===== config.mk =====
export PLATFORM = sky130hd
export DESIGN_NAME = demux_router
export DESIGN_NICKNAME = d
export VERILOG_FILES = /design/src/rtl/demux_router.sv
export SDC_FILE = /design/constraint.sdc
export NUM_CORES = 1
export LEC_CHECK = 0
export ABC_AREA = 1
export CORE_MARGIN = 8
export CORE_UTILIZATION = 40
export DETAILED_ROUTE_END_ITERATION = 7
export HOLD_SLACK_MARGIN = 0.05
export PLACE_DENSITY = 0.75
export SYNTH_ARGS = -nofsm -noshare
export SYNTH_HDL_FRONTEND = slang
export SYNTH_SLANG_ARGS = --single-unit

===== constraint.sdc =====
create_clock -name clk_i -period 1.18 [get_ports clk_i]
set_input_delay 0.236 -clock clk_i [delete_from_list [all_inputs] [get_ports clk_i]]
set_output_delay 0.236 -clock clk_i [all_outputs]
set_load 0.005 [all_outputs]

===== src/rtl/demux_router.sv =====
// Registered 1-to-4 result demultiplexer with single-entry output buffers.
// Optional broadcast to all channels when DEMUX_BROADCAST_EN is defined.
module demux_router (
    input  logic       clk_i,
    input  logic       rst_ni,
    input  logic       in_valid_i,
    output logic       in_ready_o,
    input  logic [7:0] in_data_i,
    input  logic [1:0] in_sel_i,
`ifdef DEMUX_BROADCAST_EN
    input  logic       bcast_i,
`endif
    output logic [3:0] out_valid_o,
    input  logic [3:0] out_ready_i,
    output logic [7:0] out_data0_o,
    output logic [7:0] out_data1_o,
    output logic [7:0] out_data2_o,
    output logic [7:0] out_data3_o,
    output logic       busy_o
);

    logic [3:0] r_vld;
    logic [7:0] r_data [4];

    logic [3:0] w_free;
    logic [3:0] w_onehot;
    logic [3:0] w_load;
    logic       w_ready;
    logic       w_acc;

    // A full buffer whose consumer is taking this cycle can be refilled.
    assign w_free = ~r_vld | out_ready_i;

    always_comb begin
        w_onehot = 4'b0000;
        w_onehot[in_sel_i] = 1'b1;
    end

`ifdef DEMUX_BROADCAST_EN
    assign w_ready = bcast_i ? (&w_free) : w_free[in_sel_i];
    assign w_acc   = in_valid_i & w_ready;
    assign w_load  = bcast_i ? {4{w_acc}} : (w_onehot & {4{w_acc}});
`else
    assign w_ready = w_free[in_sel_i];
    assign w_acc   = in_valid_i & w_ready;
    assign w_load  = w_onehot & {4{w_acc}};
`endif

    always_ff @(posedge clk_i or negedge rst_ni) begin
        if (!rst_ni) begin
            r_vld <= 4'b0000;
            for (int n = 0; n < 4; n++) begin
                r_data[n] <= 8'h00;
            end
        end else begin
            for (int n = 0; n < 4; n++) begin
                if (w_load[n]) begin
                    r_vld[n]  <= 1'b1;
                    r_data[n] <= in_data_i;
                end else if (out_ready_i[n]) begin
                    r_vld[n] <= 1'b0;
                end
            end
        end
    end

    assign in_ready_o  = w_ready;
    assign out_valid_o = r_vld;
    assign out_data0_o = r_data[0];
    assign out_data1_o = r_data[1];
    assign out_data2_o = r_data[2];
    assign out_data3_o = r_data[3];
    assign busy_o      = |r_vld;

endmodule


==> results by group <==
Outcome
  – Status: finished with violations
  – Failing checks: setup timing

Yosys
  – Mapped Area: between 1500 and 2000 sq um
  – Synth area leader: dfrtp_1
  – Post-Syn Nets: 187
  – Yosys cell types: 13
  – Area contributors post-synth: dfrtp_1 58%, nand2_1 17%, nand4_1 13%
  – #FFs+latches synth: 36
  – Syn avg cell area: 9.21 sq um
  – Synth warn: 0
  – Sequential area share after synthesis: 57.6%
  – Synth cell count leaders: 71 x nand2_1, 36 x dfrtp_1, 33 x nand4_1
  – Gate Count Post-Synth: 170
  – Most numerous cell in the Yosys netlist: nand2_1
  – Post-synth EDFFs: 0
  – Top-area cell type share of the netlist area: 57.6%
  – Post-synth top flop: dfrtp_1
  – Fraction of registers with async set/reset: between 90% and 100%

Clock tree
  – Clock transition at path regs: 70 ps
  – H-tree Lvls: 2
  – CTS Hold Bufs: 0
  – Max Root-Sink Buffers: 2
  – CTS root buffer: clkbuf_8
  – CTS tree: done
  – TritonCTS buffer count: 5
  – Worst skew pair latency: 280 ps
  – Sink Count: 36

Floorplan
  – Total core area: 3720 sq um
  – Chip Height: 78.6 um
  – IO Count: 55
  – Starting density of the core: 42.1%
  – Die area: 6170 sq um
  – Die width: 78.6 um
  – Num rows: 22

Power and ir drop
  – P_leak: between 0.001 and 0.0015 uW
  – Power per Cell Area: 1460 nW/um^2
  – Worst vdd ir: 0.808 mV

Setup path
  – Reg2reg start: out_valid_o[3]$_DFFE_PN0P_
  – CP required: 940 ps
  – Cells on worst reg2reg path: 9
  – Crit path from: out_valid_o[3]$_DFFE_PN0P_
  – Worst R2R Setup Slack: -170 ps
  – Crit-path max FO: 3
  – Crit Path Category: register to output port
  – CP Capture Type: output port
  – Worst setup SP type: register
  – CP arrival: 1200 ps
  – R2r endpoint: out_data0_o[0]$_DFFE_PN0P_

Drt
  – DR vias: 1544
  – Residual DRC: 0
  – Final ANT Viol Nets: 0
  – Wire per inst: 15.4 um
  – Vias/cell: 4.93
  – 1st-pass router iterations: 4
  – WL final: a little under 5000 um
  – Initial DRC count: 85

Hold path
  – Hold path cells: 2
  – Hold Path Class: input pin to register
  – Hold Path End: out_valid_o[1]$_DFFE_PN0P_
  – Hold Startpoint: out_ready_i[1]

GRT
  – Largest net degree at the start of global routing: 37
  – Initial antenna violation count: 0
  – Vias in the first global route: around 1500
  – Gr ovfl total: 0
  – GRT Overall Usage: 14.8%
  – Wire length of the first global-routing pass: 7340 um

Timing
  – Worst Skew: between 5 and 6 ps
  – F_max: 0.697 GHz
  – Slew @ Worst Pin: 268 ps
  – Worst Slack Setup Final: -254 ps
  – Unrepaired setup endpoints after global routing: yes
  – Slew Limit Fails: 0
  – Final min period: 1430 ps
  – Fin crit share: 122%
  – Relative slew slack: between 80% and 90%
  – Final hold vios: 0
  – Final setup fails: 39

Final layout
  – Fillcell total: 297
  – Layout cells sized above 1: a little over a quarter
  – Area of the multi-input gates: about 630 sq um
  – Area grow syn2layout: 66.8%
  – Seq. cell area: 901 sq um
  – N_diodes: 0
  – Nets@finish: ~280
  – Final Util: 70.3%

Place
  – DP HPWL: 3280 um
  – PortBufs: 54
  – Worst Setup Slack post-DPL: -710 ps
  – Placer Congestion: 0.793

Flow run
  – # Max-Cap Violations: 0
## placed cells by master, fill, tap and decap left out, drive strengths merged
cell           count
nor2               8
clkbuf             8
clkdlybuf4s15     30
clkdlybuf4s50     12
buf               42
bufinv             1
nand3              5
dfrtp             36
dlygate4sd2        8
o21ai              4
nand2             71
nand4             33
inv                7
## final cells by class
cell class	instances	area share, %
clock buffers	7	3.69
clock inverters	1	1.15
inverters	7	1.01
multi-input cells	121	24.1
flip-flops and latches	36	34.5
well taps	48	2.30
repair buffers	93	33.3
## routing by layer
metal | share of wire, % | vias up | track usage [%]
met3 | 7.6 | 2 | 5.13
met4 | 0.48 | 0 | 2.78
met1 | 43 | 721 | 18.1
met5 | 0 | - | 0
met2 | 49 | 49 | 24.7
li1 | - | 772 | -
## through the flow
step                      area (sq um)  total power [uW]  instances  setup TNS, ps  hold slack (ps)
after floorplan                   1570              1900        170          -2750            -59.6
after global placement            2270              2580        285         -23340              456
after detailed placement          2270              2600        285         -25340              458
after CTS                         2420              3670        297          -6720              306
after global routing              2610              4030        313          -8990              315
final                             2610              3820        313          -5650              299
## repair_timing
item                       in CTS  in global routing
resized for setup              69                 35
setup endpoints to repair      74                 71
gates cloned                    0                  2
pin swaps                       4                  3
buffers inserted                5                 15
## cell families (layout without fill, tap and decap cells)
group	after synthesis	after routing	synth area share, %
simple gates	116	117	35.7
buf+inv	14	108	5.51
flops	36	36	57.6
compound gates	4	4	1.28
## sequential cells by signal (all words and copies together), names as in the netlist
name         flops
out_data3_o      8
out_valid_o      4
out_data2_o      8
out_data1_o      8
out_data0_o      8
## worst max-delay path by stage
stage,end,slack (ps),cells after the start
after CTS,in_ready_o,-220,6
final,in_ready_o,-250,6
after global placement,in_ready_o,-670,7
after global routing,in_ready_o,-320,6
after detailed placement,out_data2_o[0]$_DFFE_PN0P_,-710,10
after floorplan,in_ready_o,-100,6
## worst max-delay path, cell delays in order, from the launching register on
cell	delay, ps
dfrtp_1	390
inv_2	70
nor2_2	50
nand2_1	80
nand2_2	60
nor2_4	160
buf_6	120
## power by group
part	internal, uW	switching [uW]
Combinational	624	460
Sequential	1460	116
Clock	746	422
Note: power is estimated with default switching activity, not from simulation.
